<file path="src/rtl/register_file_param.sv">
// Parametrised register file: two write ports (ALU and load writeback),
// two combinational read ports with optional write-to-read bypass, an
// optional hardwired-zero register 0 and a per-register busy scoreboard
// used by decode for hazard detection.
module register_file_param #(
    parameter int DATA_W   = 32,
    parameter int ADDR_W   = 5,
    parameter bit ZERO_REG = 1'b1,
    parameter bit BYPASS   = 1'b1
) (
    input  logic              CLK,
    input  logic              RST,
    input  logic [DATA_W-1:0] PW0,
    input  logic [ADDR_W-1:0] RW0,
    input  logic              EN0,
    input  logic [DATA_W-1:0] PW1,
    input  logic [ADDR_W-1:0] RW1,
    input  logic              EN1,
    input  logic [ADDR_W-1:0] RA,
    input  logic [ADDR_W-1:0] RB,
    input  logic              SB_SET,
    input  logic [ADDR_W-1:0] SB_ADDR,
    output logic [DATA_W-1:0] PA,
    output logic [DATA_W-1:0] PB,
    output logic              BUSY_A,
    output logic              BUSY_B,
    output logic              WR_CONFLICT
);

    localparam int DEPTH = 2 ** ADDR_W;

    // Result of one read port: forwarded/stored data plus its busy flag.
    typedef struct packed {
        logic              busy;
        logic [DATA_W-1:0] data;
    } rd_result_t;

    logic [DATA_W-1:0] regs_q [DEPTH];
    logic [DATA_W-1:0] regs_d [DEPTH];
    logic [DEPTH-1:0]  busy_q;
    logic [DEPTH-1:0]  busy_d;
    logic              wr_conflict_q;
    logic              wr_conflict_d;

    rd_result_t rd_a;
    rd_result_t rd_b;

    // Address 0 is a write/busy sink when it is hardwired to zero.
    function automatic logic is_zero_addr(input logic [ADDR_W-1:0] addr);
        return ZERO_REG && (addr == '0);
    endfunction

    // Next-state of storage, scoreboard and conflict flag from the write ports.
    always_comb begin
        // NOTE: every always_comb output gets a full default first so no path can infer a latch.
        regs_d        = regs_q;
        busy_d        = busy_q;
        wr_conflict_d = EN0 && EN1 && (RW0 == RW1);

        // Port 1 is applied last so it wins a same-address collision.
        if (EN0) begin
            if (!is_zero_addr(RW0)) begin
                regs_d[RW0] = PW0;
            end
            busy_d[RW0] = 1'b0;
        end
        if (EN1) begin
            if (!is_zero_addr(RW1)) begin
                regs_d[RW1] = PW1;
            end
            busy_d[RW1] = 1'b0;
        end

        // Setting after clearing: a newly issued producer keeps the register busy.
        if (SB_SET && !is_zero_addr(SB_ADDR)) begin
            busy_d[SB_ADDR] = 1'b1;
        end
        if (ZERO_REG) begin
            busy_d[0] = 1'b0;
        end
    end

    // State update with synchronous reset taking priority over all writes.
    always_ff @(posedge CLK) begin
        if (RST) begin
            // NOTE: the storage array is reset on purpose; software relies on all registers reading 0 after reset.
            for (int i = 0; i < DEPTH; i++) begin
                regs_q[i] <= '0;
            end
            busy_q        <= '0;
            wr_conflict_q <= 1'b0;
        end else begin
            // NOTE: sequential state uses non-blocking assignments so every flop samples pre-edge values.
            regs_q        <= regs_d;
            busy_q        <= busy_d;
            wr_conflict_q <= wr_conflict_d;
        end
    end

    // One read port: stored value, overridden by in-flight write data when bypassing.
    function automatic rd_result_t read_port(input logic [ADDR_W-1:0] addr);
        rd_result_t r;
        r.data = regs_q[addr];
        r.busy = busy_q[addr];
        if (BYPASS) begin
            if (EN1 && (RW1 == addr)) begin
                r.data = PW1;
                r.busy = 1'b0;
            end else if (EN0 && (RW0 == addr)) begin
                r.data = PW0;
                r.busy = 1'b0;
            end
        end
        if (is_zero_addr(addr)) begin
            r.data = '0;
            r.busy = 1'b0;
        end
        return r;
    endfunction

    // Combinational read ports A and B.
    always_comb begin
        rd_a = read_port(RA);
        rd_b = read_port(RB);
    end

    assign PA          = rd_a.data;
    assign BUSY_A      = rd_a.busy;
    assign PB          = rd_b.data;
    assign BUSY_B      = rd_b.busy;
    assign WR_CONFLICT = wr_conflict_q;

endmodule

</file>
<file path="config.mk">
export PLATFORM = sky130hd
export DESIGN_NAME = register_file_param
export DESIGN_NICKNAME = d
export VERILOG_FILES = /design/src/rtl/register_file_param.sv
export SDC_FILE = /design/constraint.sdc
export NUM_CORES = 2
export LEC_CHECK = 0
export BUFFER_PORTS_ARGS = -buffer_cell sky130_fd_sc_hd__buf_2
export CELL_PAD_IN_SITES_DETAIL_PLACEMENT = 1
export CELL_PAD_IN_SITES_GLOBAL_PLACEMENT = 1
export CORE_MARGIN = 2
export CORE_UTILIZATION = 38
export DETAILED_ROUTE_END_ITERATION = 10
export PLACE_DENSITY = 0.7
export RECOVER_POWER = 50
export SLEW_MARGIN = 20
export SYNTH_ARGS = -nofsm -noshare
export SYNTH_HDL_FRONTEND = slang
export SYNTH_SLANG_ARGS = --single-unit
</file>
<file path="constraint.sdc">
create_clock -name CLK -period 4.3 [get_ports CLK]
set_input_delay 0 -clock CLK [delete_from_list [all_inputs] [get_ports CLK]]
set_output_delay 0 -clock CLK [all_outputs]
set_load 0.01 [all_outputs]
</file>
# ---- Word level (Yosys, flattened, before mapping)
# Cells that the tools add are included.
dict set report word_totals {
  in_bits 94
  wordCells 116
  ff_bits 1057
}
dict set report op_classes {
  n_lt_le_gt_ge 14
  eq_ne 5
  muxes 35
  bitwise_logic 9
  n_reduce_logical 18
}
# cell n
set op_table {}
lappend op_table {{$mux W1024} 4}
lappend op_table {{$bwmux W1024} 2}
lappend op_table {{$bmux W32 S5} 2}
lappend op_table {{$demux W32 S5} 2}
lappend op_table {{$mux W32} 9}
lappend op_table {{$mux W33} 6}
lappend op_table {{$and A32 B32 Y32} 2}
lappend op_table {{$not A32 Y32} 2}
lappend op_table {{$or A32 B32 Y32} 1}
lappend op_table {{$lt A5 B6 Y1 const B} 5}
lappend op_table {{$eq A5 B5 Y1} 5}
lappend op_table {{$logic_not A5 Y1} 5}
lappend op_table {{$ge A6 B6 Y1 const B} 4}
lappend op_table {{$not A5 Y6} 4}
lappend op_table {{$demux W1 S5} 3}
lappend op_table {{$ge A5 B1 Y1 const B} 3}
lappend op_table {{$logic_and A1 B1 Y1} 12}
lappend op_table {{$lt A6 B1 Y1 const B} 2}
lappend op_table {{$bmux W1 S5} 2}
lappend op_table {{$mux W1} 5}
lappend op_table {{$logic_not A1 Y1} 1}

# ---- Depth between registers and ports, before layout
dict set report depth {
  depth_word 11
  depth_mapped 9
  depth_no_buf 5
}

# ---- Worst setup path after synthesis
# OpenSTA, ideal clock, no wires.
dict set report synth_timing {
  path_type {input-to-output}
  startpoint {in RB[4]}
  endpoint {out PB[22]}
  path_buffers 3
  t_arrival_ns 1.569
  path_slack_ns 2.731
  cell_stages 8
  cell_sequence {buf_4 > or3b_2 > buf_2 > buf_1 > o22ai_1 > a211oi_1 > a21o_1 > o21ai_0}
}
dict set report synth_via {
  elab_chain_cells 7
  elab_cells_between_ends 12
  classes_between {2 x eq/ne; 6 x mux; 1 x bitwise; 3 x reduce/logical}
}
# item line
set synth_rtl {}
lappend synth_rtl {{start: declaration} 20} ;# input logic [ADDR_W-1:0] RB,
lappend synth_rtl {{$not A5 Y6 (implied by the code)} 103} ;# r.data = regs_q[addr];
lappend synth_rtl {{$bmux W32 S5} 103}
lappend synth_rtl {{$mux W32 (implied by the code) (2 in series)} 103}
lappend synth_rtl {{$mux W33} 109} ;# end else if (EN0 && (RW0 == addr)) begin
lappend synth_rtl {{$mux W33} 106} ;# if (EN1 && (RW1 == addr)) begin
lappend synth_rtl {{$mux W33 (*)} 114} ;# if (is_zero_addr(addr)) begin
lappend synth_rtl {{end: declaration} 24} ;# output logic [DATA_W-1:0] PB,
# Every way passes the cells marked *; elsewhere a longest branch is shown, timed or not. The select of a mux whose other input is x is not followed.

# ---- Worst setup path in the final report
dict set report layout_timing {
  startpoint {in RW0[0]}
  endpoint {reg regs_q[2] in the netlist's numbering}
}
dict set report layout_via {
  elab_chain_cells 11
  elab_cells_between_ends 13
  classes_between {2 x order compare; 8 x mux; 1 x bitwise; 2 x reduce/logical}
}
# item line
set layout_rtl {}
lappend layout_rtl {{start: declaration} 14} ;# input logic [ADDR_W-1:0] RW0,
lappend layout_rtl {{$not A5 Y6 (implied by the code)} 63} ;# regs_d[RW0] = PW0;
lappend layout_rtl {{$ge A6 B6 Y1 (implied by the code) / $lt A6 B1 Y1 (equally long branches)} 63}
lappend layout_rtl {{$logic_and A1 B1 Y1 (implied by the code)} 63}
lappend layout_rtl {{$mux W32 (implied by the code)} 63}
lappend layout_rtl {{$demux W32 S5} 63}
lappend layout_rtl {{$bwmux W1024} 63}
lappend layout_rtl {{$mux W1024 (*)} 62} ;# if (!is_zero_addr(RW0)) begin
lappend layout_rtl {{$mux W1024 (*)} 61} ;# if (EN0) begin
lappend layout_rtl {{$bwmux W1024} 69} ;# regs_d[RW1] = PW1;
lappend layout_rtl {{$mux W1024} 68} ;# if (!is_zero_addr(RW1)) begin
lappend layout_rtl {{$mux W1024 (*)} 67} ;# if (EN1) begin
lappend layout_rtl {{end signal: assignment} 94} ;# regs_q <= regs_d;
lappend layout_rtl {{end: declaration} 38} ;# logic [DATA_W-1:0] regs_q [DEPTH];
# Every way passes the cells marked *; elsewhere a longest branch is shown, timed or not.
# A chain may end at the register's enable or synchronous reset.

==> results_dict.tcl <==
set metrics [dict create \
    grt_pass1_vias 63900 \
    r2r.worst_path.cells 3 \
    timing.rr.end "regs_q[727]" \
    swShare_pct 28.6 \
    hold_ws_ns 0.0867 \
    syn_avg_cell_area_sq_um 9.39 \
    placement.io_buffers 160 \
    antenna_found_initial 33 \
    skew_ns 0 \
    multi_input_area_sq_um 39500 \
    grt_overflow 0 \
    clkPwrFrac_pct 46.5 \
    netlist_area_sq_um 65000 \
    vias_per_cell 7.24 \
    path_class "input pin to register" \
    fp.dieH_um 418 \
    p_leak_nw 23.9 \
    startpoint_type "input pin" \
    timing.fmax_mhz 254 \
    finalCritPeriodShare_pct 91.6 \
    drc 0 \
    design.die.area_sq_um 174000 \
    core_sq_um 170000 \
    p_sw_mw 7.08 \
    status "finished with violations" \
    finalMaxSlewViolations 1279 \
    combPwrFrac_pct 12.7 \
    worstPathArrival_ns 4.47 \
    clock_path_buffers 3 \
    synth_edf_count 0 \
    post-route-min-period_ns 3.94 \
    failed_checks "max-capacitance violations, max-slew violations" \
    layout-drive-gt1-share_pct 17.0 \
    yosys.cell_types.count 57 \
    hold_depth 5 \
    grt_max_degree 122 \
    grt_pass1_wl_um 462000 \
    crit_required_ns 4.83 \
    synth_cells 6922 \
    synthArstFlopShare_pct 0 \
    fin_setup_tns_ns 0 \
    routed_wl_um 324000 \
    dr.first_iter.drc_count 8933 \
    hold_path_end "regs_q[467]" \
    cts_root_buf "clkbuf_16" \
    powerDensity_nw_per_um2 345 \
    min_from "RW0[2]" \
    rows 151 \
    hp-class "input pin to register" \
    peakVddDrop_mv 0.334 \
    cts_setup_buffers 0 \
    yosysWarnings 0 \
    ff2ff_setup_slack_ns 2.84 \
    place_congestion 0.930 \
    synth-seq-area-share_pct 32.5 \
    cts_max_level 3 \
    setup_viol 0 \
    fillers 19000 \
    seqPwrFrac_pct 40.9 \
    syn-num-nets 7016 \
    final_common_cell "dfxtp_1" \
    cts.sinks 1056 \
    ant_nets 0 \
    path_clk_slew_ns 0.07 \
    drt_first_pass_iters 6 \
    synth_seq_cells 1056 \
    cts_buffers 120 \
    p_int_mw 17.7 \
    hpwl_um 192000 \
    ios 161 \
    maxCapViolCount 24 \
    clkLatencyLatePin_ns 0.77 \
    worst_slew_pin_slew_ns 2.88 \
    grt.total_usage_pct 36.0 \
    hold_violations 0 \
    crit_fanout 13 \
    cp-end-kind "register" \
    slew_headroom_pct -91.8 \
    start_util_pct 38.3 \
    rsz0062_at_grt "no" \
    cts_tree "built" \
    ctsResizeCount 0 \
    regToRegStartpoint "regs_q[727]" \
    nNetsFinal 6617 \
    regArea_sq_um 21100 \
    die_x_um 418 \
    avgRoutedWirePerCell_um 36.6 \
    vias 64100 \
    ys.flop_type "dfxtp_1" \
    synthToLayoutAreaGrowth_pct 10.5 \
    layout_common_cells "dfxtp_1, nor2_1, mux2i_1" \
]
cells in the mapped netlist (3+ instances only):
| library cell | number | area, sq um |
|---|---|---|
| nor2b_1 | 36 | 225 |
| nor2_1 | 986 | 3700 |
| and3_1 | 4 | 25.0 |
| a22o_1 | 31 | 272 |
| dfxtp_1 | 1056 | 21100 |
| buf_4 | 101 | 758 |
| nor2_2 | 13 | 81.3 |
| and2_1 | 4 | 25.0 |
| mux2_2 | 8 | 90.1 |
| buf_1 | 158 | 593 |
| nand3b_1 | 11 | 82.6 |
| clkbuf_1 | 539 | 2020 |
| o22ai_1 | 32 | 200 |
| a22oi_1 | 33 | 248 |
| buf_6 | 12 | 135 |
| buf_8 | 14 | 210 |
| nand3b_2 | 3 | 33.8 |
| nand4_1 | 3 | 18.8 |
| o21ai_0 | 15 | 75.1 |
| nand2_1 | 512 | 1920 |
| xnor2_1 | 18 | 158 |
| nand2b_1 | 4 | 25.0 |
| inv_1 | 32 | 120 |
| a31oi_1 | 32 | 200 |
| mux2i_1 | 777 | 7780 |
| nor3b_1 | 7 | 52.6 |
| buf_2 | 184 | 921 |
| nor3_1 | 36 | 180 |
| o21ai_1 | 9 | 45.0 |
| mux4_2 | 468 | 10500 |
| o32ai_1 | 32 | 280 |
| nand3_1 | 384 | 1920 |
| a21o_1 | 23 | 173 |
| o221ai_1 | 63 | 552 |
| a311oi_1 | 381 | 3340 |
| nor3_2 | 3 | 30.0 |
| a21oi_1 | 79 | 395 |
| a211oi_1 | 665 | 4990 |
| o31ai_1 | 8 | 60.1 |
| o2111a_1 | 32 | 360 |
| xor2_1 | 7 | 61.3 |
| nor2_8 | 4 | 80.1 |
| a32oi_1 | 47 | 412 |
| o22a_1 | 32 | 280 |
| a211o_1 | 8 | 70.1 |
through the flow:
step           instances  util (%)  setup slack [ns]  power [mW]  instance area [sq um]
3_3_place_gp        8500      39.2              1.10        13.2                  66600
3_5_place_dp        8500      39.2              1.05        13.2                  66600
4_1_cts             8839      42.4             0.913        24.6                  72000
6_report            8853      42.4             0.363        24.8                  71900
5_1_grt             8853      42.4             0.441        25.2                  71900
2_1_floorplan       6922         -              2.73        12.1                  65000
cells by family (layout without fill, tap and decap cells):
logic type / after synthesis / count (layout) / share of synthesized area (%)
DFF: 1056 / 1056 / 32.5
and+or+nand+nor: 2023 / 2023 / 13.1
muxes: 1253 / 1253 / 28.3
xor gates and xnor gates: 25 / 25 / 0.337
AOI/OAI and AO/OA: 1523 / 1523 / 18.4
other: 0 / 11 / 0
buffers and inverters: 1042 / 744 / 7.34
how the worst max path moves through the flow:
stage,from,end,cells past startpoint
final,RW0[0],regs_q[2],7
after global routing,RW0[0],regs_q[18],7
after CTS,RW1[0],PA[25],10
after detailed placement,RA[2],PA[25],9
after global placement,RA[2],PA[25],9
after floorplan,RB[4],PB[22],8
layout make-up:
type	instances	share of cell area (%)
Inverter	32	0.167
Antenna cell	11	0.0383
Timing Repair Buffer	489	5.55
Tap cell	2218	3.86
Sequential cell	1056	29.4
Multi-Input combinational cell	4824	55.0
Clock buffer	171	4.92
Clock inverter	52	1.03
what timing repair did:
item | in CTS | in global routing
setup endpoints to repair | 0 | 0
hold buffers | 116 | 0
endpoints found under the hold margin | 1033 | 0
worst max-delay path: stages:
cell and delay, ns:
dlygate4sd3_1 0.52, clkbuf_1 0.62, nand3_1 0.44, nor2_1 1.57, clkbuf_2 0.87, mux2i_1 0.29
a211oi_1 0.10
power by group through the flow:
stage          logic (mW)  clock network [mW]  registers, mW
6_report             3.14                11.5           10.1
5_1_grt              3.17                11.9           10.1
4_1_cts              3.02                11.5           10.1
3_5_place_dp         2.92                   0           10.3
3_3_place_gp         2.89                   0           10.3
2_1_floorplan        1.83                   0           10.3
routing by layer:
layer / track usage, % / wire [um] / vias up
met3: 9.64 / 38600 / 1368
li1: - / - / 25400
met2: 52.4 / 137000 / 4702
met4: 27.2 / 28300 / 6
met5: 0 / 44 / -
met1: 45.5 / 120000 / 32600
sequential cells by signal, indices dropped and copies added (netlist names):
signal / count
regs_q: 1024
busy_q: 31
WR_CONFLICT: 1
Note: power is estimated with default switching activity, not from simulation.
